<file path="config.mk">
export PLATFORM = sky130hd
export DESIGN_NAME = uart_tx_arbiter
export DESIGN_NICKNAME = d
export VERILOG_FILES = /design/src/rtl/uart_pkg.sv /design/src/rtl/rr_arbiter.sv /design/src/rtl/uart_tx_arbiter.sv
export SDC_FILE = /design/constraint.sdc
export NUM_CORES = 1
export LEC_CHECK = 0
export CORE_UTILIZATION = 30
export DETAILED_ROUTE_END_ITERATION = 12
export HOLD_SLACK_MARGIN = 0.08
export PLACE_DENSITY = 0.65
export SLEW_MARGIN = 40
export SYNTH_ARGS = -nofsm -noshare
export SYNTH_HDL_FRONTEND = slang
export SYNTH_SLANG_ARGS = --single-unit
</file>
<file path="constraint.sdc">
create_clock -name clk -period 2.4 [get_ports clk]
set_input_delay 0.36 -clock clk [delete_from_list [all_inputs] [get_ports clk]]
set_output_delay 0.36 -clock clk [all_outputs]
set_load 0.005 [all_outputs]
</file>
<file path="src/rtl/uart_pkg.sv">
// Shared types and helpers for the UART transmit-side arbitration logic.
package uart_pkg;

    typedef enum logic [1:0] {
        IDLE,
        START,
        WAIT_BUSY,
        WAIT_DONE
    } arb_state_t;

    // Width of an index into n requesters; never narrower than one bit.
    function automatic int unsigned rr_idx_w(input int unsigned n);
        return (n > 1) ? $clog2(n) : 1;
    endfunction

endpackage

</file>
<file path="src/rtl/rr_arbiter.sv">
// Combinational round-robin pick: first set request at or after the priority pointer.
module rr_arbiter
    import uart_pkg::*;
#(
    parameter int unsigned N = 4
) (
    input  logic [N-1:0]             req_i,
    input  logic [rr_idx_w(N)-1:0]   ptr_i,
    output logic [N-1:0]             gnt_o,
    output logic [rr_idx_w(N)-1:0]   idx_o,
    output logic                     any_o
);

    localparam int unsigned IDX_W = rr_idx_w(N);

    logic [2*N-1:0] dbl;
    logic [N-1:0]   rot;
    logic [IDX_W-1:0] off;
    logic [IDX_W:0]   sum;

    // Rotating a doubled copy puts requester (ptr+k) mod N at bit k, so the
    // search reduces to a fixed lowest-set-bit scan followed by a modular add.
    always_comb begin
        dbl = {req_i, req_i} >> ptr_i;
        rot = dbl[N-1:0];
        off = '0;
        for (int unsigned k = N; k > 0; k--) begin
            if (rot[k-1]) begin
                off = IDX_W'(k - 1);
            end
        end
        sum = {1'b0, ptr_i} + {1'b0, off};
        if (sum >= (IDX_W+1)'(N)) begin
            sum = sum - (IDX_W+1)'(N);
        end
        idx_o = sum[IDX_W-1:0];
        any_o = |req_i;
        gnt_o = '0;
        for (int unsigned j = 0; j < N; j++) begin
            gnt_o[j] = any_o && (idx_o == IDX_W'(j));
        end
    end

endmodule

</file>
<file path="src/rtl/uart_tx_arbiter.sv">
// Shares one UART transmitter among NUM_REQ byte requesters: round-robin grant,
// single start pulse per grant, busy tracking and a start-acknowledge watchdog.
module uart_tx_arbiter
    import uart_pkg::*;
#(
    parameter int unsigned NUM_REQ       = 4,
    parameter int unsigned START_TIMEOUT = 8
) (
    input  logic                         clk,
    input  logic                         rst_n,
    input  logic [NUM_REQ-1:0]           req_valid,
    input  logic [NUM_REQ*8-1:0]         req_data,
    output logic [NUM_REQ-1:0]           req_ack,
    output logic                         tx_start,
    output logic [7:0]                   tx_data,
    input  logic                         tx_busy,
    output logic [rr_idx_w(NUM_REQ)-1:0] grant_id,
    output logic                         active,
    output logic                         timeout_err
);

    localparam int unsigned IDX_W = rr_idx_w(NUM_REQ);
    localparam int unsigned CNT_W = $clog2(START_TIMEOUT) + 1;

    arb_state_t         state_q, state_d;
    logic [IDX_W-1:0]   ptr_q, ptr_d;
    logic [NUM_REQ-1:0] ack_q, ack_d;
    logic               start_q, start_d;
    logic [7:0]         data_q, data_d;
    logic [IDX_W-1:0]   gid_q, gid_d;
    logic               active_q, active_d;
    logic               terr_q, terr_d;
    logic [CNT_W-1:0]   cnt_q, cnt_d;

    logic [NUM_REQ-1:0] arb_gnt;
    logic [IDX_W-1:0]   arb_idx;
    logic               arb_any;

    rr_arbiter #(
        .N (NUM_REQ)
    ) u_rr (
        .req_i (req_valid),
        .ptr_i (ptr_q),
        .gnt_o (arb_gnt),
        .idx_o (arb_idx),
        .any_o (arb_any)
    );

    always_ff @(posedge clk or negedge rst_n) begin
        if (!rst_n) begin
            state_q  <= IDLE;
            ptr_q    <= '0;
            ack_q    <= '0;
            start_q  <= 1'b0;
            data_q   <= '0;
            gid_q    <= '0;
            active_q <= 1'b0;
            terr_q   <= 1'b0;
            cnt_q    <= '0;
        end else begin
            state_q  <= state_d;
            ptr_q    <= ptr_d;
            ack_q    <= ack_d;
            start_q  <= start_d;
            data_q   <= data_d;
            gid_q    <= gid_d;
            active_q <= active_d;
            terr_q   <= terr_d;
            cnt_q    <= cnt_d;
        end
    end

    // Outputs are registered, so each is computed one cycle ahead of the
    // state it belongs to (e.g. tx_start is decided while in START).
    always_comb begin
        state_d = state_q;
        ptr_d   = ptr_q;
        ack_d   = '0;
        start_d = 1'b0;
        data_d  = data_q;
        gid_d   = gid_q;
        terr_d  = 1'b0;
        cnt_d   = cnt_q;

        case (state_q)
            IDLE: begin
                if (arb_any && !tx_busy) begin
                    data_d  = req_data[{arb_idx, 3'b000} +: 8];
                    gid_d   = arb_idx;
                    ack_d   = arb_gnt;
                    ptr_d   = (arb_idx == IDX_W'(NUM_REQ - 1)) ? '0 : arb_idx + 1'b1;
                    state_d = START;
                end
            end
            START: begin
                start_d = 1'b1;
                cnt_d   = '0;
                state_d = WAIT_BUSY;
            end
            WAIT_BUSY: begin
                if (tx_busy) begin
                    state_d = WAIT_DONE;
                end else if (cnt_q == CNT_W'(START_TIMEOUT - 1)) begin
                    terr_d  = 1'b1;
                    state_d = IDLE;
                end else if (cnt_q != '1) begin
                    cnt_d = cnt_q + 1'b1;
                end
            end
            WAIT_DONE: begin
                if (!tx_busy) begin
                    state_d = IDLE;
                end
            end
            default: state_d = IDLE;
        endcase

        active_d = (state_d != IDLE);
    end

    assign req_ack     = ack_q;
    assign tx_start    = start_q;
    assign tx_data     = data_q;
    assign grant_id    = gid_q;
    assign active      = active_q;
    assign timeout_err = terr_q;

endmodule

</file>
Yosys cells after proc, flatten, opt, wreduce, memory -nomap -nowiden
Index checks and enable logic that the tools add are counted.
Widths: inputs -> output; s select.
{"block": "op_classes", "add_sub_neg": 4, "order_cmp": 1, "eq_ne": 11, "n_shift": 2, "n_mux": 21, "reduce_logical": 13}
{"op": "$shiftx 32x6->8", "n": 1}
{"op": "$mux 2", "n": 10}
{"op": "$mux 4", "n": 5}
{"op": "$eq 2x2->1 const B", "n": 4}
{"op": "$pmux 2 s4", "n": 1}
{"op": "$pmux 4 s2", "n": 1}
{"op": "$shr 8x2->4", "n": 1}
{"op": "$ne 2x2->1 const B", "n": 3}
{"op": "$logic_and 1x1->1", "n": 5}
{"op": "$add 4x1->4 const B", "n": 1}
{"op": "$eq 2x1->1 const B", "n": 2}
{"op": "$eq 4x3->1 const B", "n": 1}
{"op": "$logic_not 2->1", "n": 2}
{"op": "$mux 1", "n": 4}
{"op": "$ne 4x4->1 const B", "n": 1}
{"op": "$reduce_and 4->1", "n": 1}
{"op": "$reduce_bool 2->1", "n": 2}
{"op": "$reduce_or 4->1", "n": 1}
{"op": "$add 2x2->3", "n": 1}
{"op": "$ge 3x3->1 const B", "n": 1}
{"op": "$add 2x1->2 const B", "n": 1}
{"op": "$reduce_and 2->1", "n": 1}
{"op": "$sub 2x1->2 const B", "n": 1}
{"op": "$logic_not 1->1", "n": 1}
{"block": "word_totals", "ff_bits": 25, "inputBits": 39, "output_inout_bits": 17, "word_cells": 61}

Logic depth before layout (Yosys ltp)
{"block": "logic_depth", "depth_word": 12, "depth_mapped": 12, "mapped_depth_nobuf": 11}

Modules after synthesis
Synthesis repeated with hierarchy kept, for this count alone.
{"block": "hier_totals", "hier_cells": 127, "hier_area_um2": 1519.0}
{"module": "uart_tx_arbiter", "n_inst": 1, "cells_per_inst": 85, "area_per_inst_um2": 1192.4, "seq_area_each_um2": 625.6}
{"module": "rr_arbiter", "n_inst": 1, "cells_per_inst": 42, "area_per_inst_um2": 326.6, "seq_area_each_um2": 0.0}

Worst setup path before layout
OpenSTA, ideal clock, no wires.
{"block": "synth_timing", "path_type": "register to register", "from": "register ptr_q[0]", "to": "register data_q[0], in the netlist tx_data[0]", "setup_time_ns": 0.095, "t_arrival_ns": 2.387, "required_time_ns": 2.305, "setup_slack_ns": -0.082, "path_stages_with_launch": 11, "n_path_buf": 3, "synth_period_minus_slack_ns": 2.482, "path_cell_list": "dfrtp_1 > buf_2 > nor2b_1 > a221o_1 > nand2_1 > o221ai_1 > ha_1 > clkbuf_1 > clkbuf_1 > a221oi_1 > o31ai_1"}
{"block": "synth_via", "elab_chain_cells": 9, "elab_cells_between_ends": 10, "cone_classes": "add/sub (2); order compare (1); shift (2); mux (5)"}
{"item": "start: declaration", "line_no": "uart_tx_arbiter.sv:26", "text": "logic [IDX_W-1:0] ptr_q, ptr_d;"}
{"item": "start signal: assignment", "line_no": "uart_tx_arbiter.sv:62", "text": "ptr_q <= ptr_d;"}
{"item": "$shr 8x2->4", "line_no": "rr_arbiter.sv:24", "text": "dbl = {req_i, req_i} >> ptr_i;"}
{"item": "$mux 2 (4 in series)", "line_no": "rr_arbiter.sv:28", "text": "if (rot[k-1]) begin"}
{"item": "$add 2x2->3 *", "line_no": "rr_arbiter.sv:32", "text": "sum = {1'b0, ptr_i} + {1'b0, off};"}
{"item": "$ge 3x3->1 or $sub 2x1->2 (tied branches)", "line_no": "rr_arbiter.sv:33, rr_arbiter.sv:34"}
{"item": "$mux 2 *", "line_no": "rr_arbiter.sv:33", "text": "if (sum >= (IDX_W+1)'(N)) begin"}
{"item": "net arb_idx[0]", "line_no": "uart_tx_arbiter.sv:36", "text": "logic [IDX_W-1:0] arb_idx;"}
{"item": "$shiftx 32x6->8 *", "line_no": "uart_tx_arbiter.sv:88", "text": "data_d = req_data[{arb_idx, 3'b000} +: 8];"}
{"item": "end signal: assignment", "line_no": "uart_tx_arbiter.sv:65", "text": "data_q <= data_d;"}
{"item": "end: declaration", "line_no": "uart_tx_arbiter.sv:29", "text": "logic [7:0] data_q, data_d;"}
The timed path passes the listed nets; every way through them passes the cells marked *.
A chain may end at the register's enable or synchronous reset.

Final worst setup path
{"block": "layout_timing", "from": "register ptr_q[0]", "to": "register gid_q[1], in the netlist grant_id[1]"}
{"block": "layout_via", "elab_chain_cells": 8, "elab_cells_between_ends": 9, "cone_classes": "add/sub (2); order compare (1); shift (1); mux (5)"}
{"item": "$shr 8x2->4", "line_no": "rr_arbiter.sv:24"}
{"item": "$mux 2 (4 in series)", "line_no": "rr_arbiter.sv:28"}
{"item": "$add 2x2->3 *", "line_no": "rr_arbiter.sv:32"}
{"item": "$ge 3x3->1 or $sub 2x1->2 (tied branches)", "line_no": "rr_arbiter.sv:33, rr_arbiter.sv:34"}
{"item": "$mux 2 *", "line_no": "rr_arbiter.sv:33"}
{"item": "end signal: assignment", "line_no": "uart_tx_arbiter.sv:66", "text": "gid_q <= gid_d;"}
{"item": "end: declaration", "line_no": "uart_tx_arbiter.sv:30", "text": "logic [IDX_W-1:0] gid_q, gid_d;"}
Mark *: on every way between the ends. The rest lies on a longest branch, timed or not.

==> impl_metrics.csv <==
group,metric,value,unit
yosys,ys_ff_latch,25,
final_layout,syn2layout_area_growth,77.4,%
timing,setup-violations-final,0,
die,initial_utilization,31.0,%
yosys,synth_compound_area_share,24.1,%
routing,wl_met1,1720,um
final_layout,utilization,55.1,%
power_and_ir_drop,powerDensity,1250,mW/mm2
yosys,synth-simple-area-share,24.3,%
timing,fin_crit,2360,ps
global_route,grt_max_degree,29,
routing,wire_per_inst,13.3,um
power_and_ir_drop,ir_worst_vdd,1.02,mV
routing,vias,1498,
power_and_ir_drop,power,3.26,mW
power_and_ir_drop,seqPwrFrac,21.6,%
yosys,synthArstFlopShare,100,%
setup_path,crit_fanout,5,
clocking,root_buffer,"clkbuf_8",
power_and_ir_drop,p_leak,1.07,nW
routing,routed.top_layer,"met4",
yosys,synthXorXnorAreaFrac,1.19,%
yosys,synth_fp_nets,198,
routing,drtPass1Iterations,4,
die,die_area,0.00517,mm2
final_layout,drive_gt1_share,27.0,%
routing,drc_errors,0,
die,rows,25,
yosys,synth_edf_count,0,
status,status,"finished, final reports clean",
power_and_ir_drop,combPwrFrac,70.5,%
setup_path,worst_path_max_delay_cell,"dfrtp_2",
timing,rsz0062_at_grt,"yes",
clocking,cts_sinks,25,
place,post-dp-hpwl,2690,um
global_route,antenna_found_initial,0,
place,place.gp.congestion,0.800,
yosys,synth_cells,156,
clocking,clock_path_buffers,2,
yosys,synth_cell_types,36,
setup_path,worst_path_most_repeated_cell,"buf_6",
yosys,ys_warn_count,0,
routing,wl_met3,189,um
clocking,clk_pin_slew,100,ps
global_route,grt_pass1_wl,5970,um
routing,drt_iter0_markers,63,
setup_path,critPathKind,"reg2reg",
yosys,synthAdderAreaFrac,2.56,%
die,die_x,71.9,um
global_route,overflow,0,
clocking,cts_tree,"yes",
timing,setup_ws,42.5,ps
final_layout,nNetsFinal,276,
yosys,synthMuxAreaShare,2.05,%
routing,dr_wl_met2,2060,um
die,ioPinCount,56,
yosys,avgSynthCellArea,9.40,um2
setup_path,cpPeakStageDelay,450,ps
setup_path,path_buf_inv,2,
global_route,grt_usage,14.3,%
final_layout,nFillCells,410,
timing,max_clock_freq,424,MHz
place,pre_cts_ws,-365,ps
job,cap_violations,0,
power_and_ir_drop,switchingPower,1.36,mW
clocking,cts_buffers,3,
timing,tightestPinTransition,429,ps
yosys,syn_area,0.00147,mm2
setup_path,endpoint_kind,"flop",
setup_path,crit_required,2570,ps
timing,skew,9.86,ps
power_and_ir_drop,p_int,1.90,mW
routing,totalWireLength,4000,um
setup_path,crit_arrival,2520,ps
die,core_area,0.00472,mm2
clocking,ctsHtreeMaxLevel,1,
yosys,synth_top_family_by_area,"simple AND/OR/NAND/NOR gates",
power_and_ir_drop,switching_share,41.6,%
worst_hold_path,min_path_type,"in2async",
yosys,seq_area_frac_synth,42.7,%
timing,finalCritPeriodShare,98.2,%
routing,postRouteAntennaNets,0,
clocking,hold_buffers,0,
setup_path,path_delay_family,"flip-flops",
timing,hold_viol,0,
timing,finalMaxSlewViolations,0,
yosys,ys.flop_type,"dfrtp_1",
global_route,grt_pass1_vias,1341,
clocking,clock_latency,270,ps
place,placement.io_buffers,55,
timing,hold_ws,439,ps
power_and_ir_drop,p_clk_share,7.9,%
die,die_h,71.9,um
timing,relSlewSlack,71.4,%
setup_path,cp-start-kind,"flop",
routing,viasPerCell,4.99,
setup_path,path_cells,"nor2b_4, a221o_1, nand2_1, o221ai_2, ha_4, xor2_4, nand3_2, buf_6, nand2_4, buf_6, mux2_4",
final_layout,diodes,0,
[placed cells by master (no fill, tap or decap), types with 4 or more instances in the layout]
| cell | count |
|---|---|
| clkdlybuf4s50_1 | 51 |
| nand2_1 | 24 |
| dfrtp_1 | 24 |
| buf_4 | 17 |
| nor2b_1 | 16 |
| o31ai_1 | 9 |
| a221oi_2 | 8 |
| nor2_1 | 6 |
| o21ai_0 | 6 |
| a2111oi_2 | 5 |
| nand2b_1 | 4 |
| inv_1 | 4 |
| buf_6 | 4 |
| dlymetal6s2s_1 | 4 |
[Yosys cell counts (2+ instances only)]
cell type	number	area (um2)
o21ai_0	6	30.0
nand2b_1	4	25.0
buf_2	3	15.0
nor2b_1	17	106
mux2_4	2	30.0
nor3b_1	3	22.5
o31ai_1	9	67.6
a221oi_1	8	70.1
nand3_1	4	20.0
ha_1	3	37.5
nor2_1	7	26.3
clkbuf_1	4	15.0
a2111oi_0	8	70.1
nor3_1	3	15.0
dfrtp_1	25	626
a21oi_1	2	10.0
nand2_1	25	93.8
o221ai_1	2	17.5
inv_1	4	15.0
[timing repair]
action / CTS / global route
pin swaps: 0 / 8
resized for setup: 3 / 42
cloned: 0 / 2
buffers inserted: 0 / 3
setup endpoints to repair: 8 / 12
[cells by family after synthesis]
group           count (synthesis)
compound gates                 44
flops                          25
simple gates                   69
fa+ha+maj                       3
buf+inv                        11
mux                             2
xor+xnor                        2
[final timing paths]
kind                                         start                      end  slack (ps)  depth (start not counted)
max reg2reg                   ptr_q[0]$_DFFE_PN0P_  grant_id[1]$_DFFE_PN0P_          40                         11
min in group clk           grant_id[0]$_DFFE_PN0P_  grant_id[0]$_DFFE_PN0P_         490                          2
min reg2reg                grant_id[0]$_DFFE_PN0P_  grant_id[0]$_DFFE_PN0P_         490                          2
max                           ptr_q[0]$_DFFE_PN0P_  grant_id[1]$_DFFE_PN0P_          40                         11
max in group asynchronous                    rst_n     ptr_q[0]$_DFFE_PN0P_        1700                          2
min                                          rst_n     state_q[0]$_DFF_PN0_         440                          2
[final cells by class]
cell class | instances | area, um2 | share of cell area [%]
Clock inverter | 1 | 7.51 | 0.289
Sequential cell | 25 | 627 | 24.1
Timing Repair Buffer | 79 | 793 | 30.5
Multi-Input combinational cell | 121 | 1030 | 39.7
Tap cell | 67 | 83.8 | 3.22
Inverter | 4 | 15.0 | 0.577
Clock buffer | 3 | 41.3 | 1.59
[per-stage QoR]
step                instance area, um2  cells  TNS [ps]
finish                            2600    300         0
global route                      2600    300      -555
CTS                               2320    295         0
detailed placement                2260    291     -4000
global placement                  2260    291     -3440
floorplan                         1480    156         0
[power groups by stage]
stage | Combinational [mW] | Clock (mW) | Sequential [mW]
CTS | 1.70 | 0.265 | 0.706
detailed placement | 1.66 | 0 | 0.713
global placement | 1.65 | 0 | 0.712
global route | 2.49 | 0.279 | 0.727
floorplan | 0.966 | 0 | 0.692
finish | 2.30 | 0.257 | 0.705
[sequential cells by signal, indices dropped and copies added, names as in the netlist]
name         cells
state_q          2
active           1
tx_start         1
req_ack          4
tx_data          8
grant_id         2
cnt_q            4
ptr_q            2
timeout_err      1
[per-layer routing]
layer / GRT usage [%] / vias to the layer above
met5: 0 / -
met4: 2.40 / 0
met3: 3.47 / 4
met2: 25.6 / 47
met1: 17.6 / 710
li1: - / 737
(Power assumes the default switching activity.)
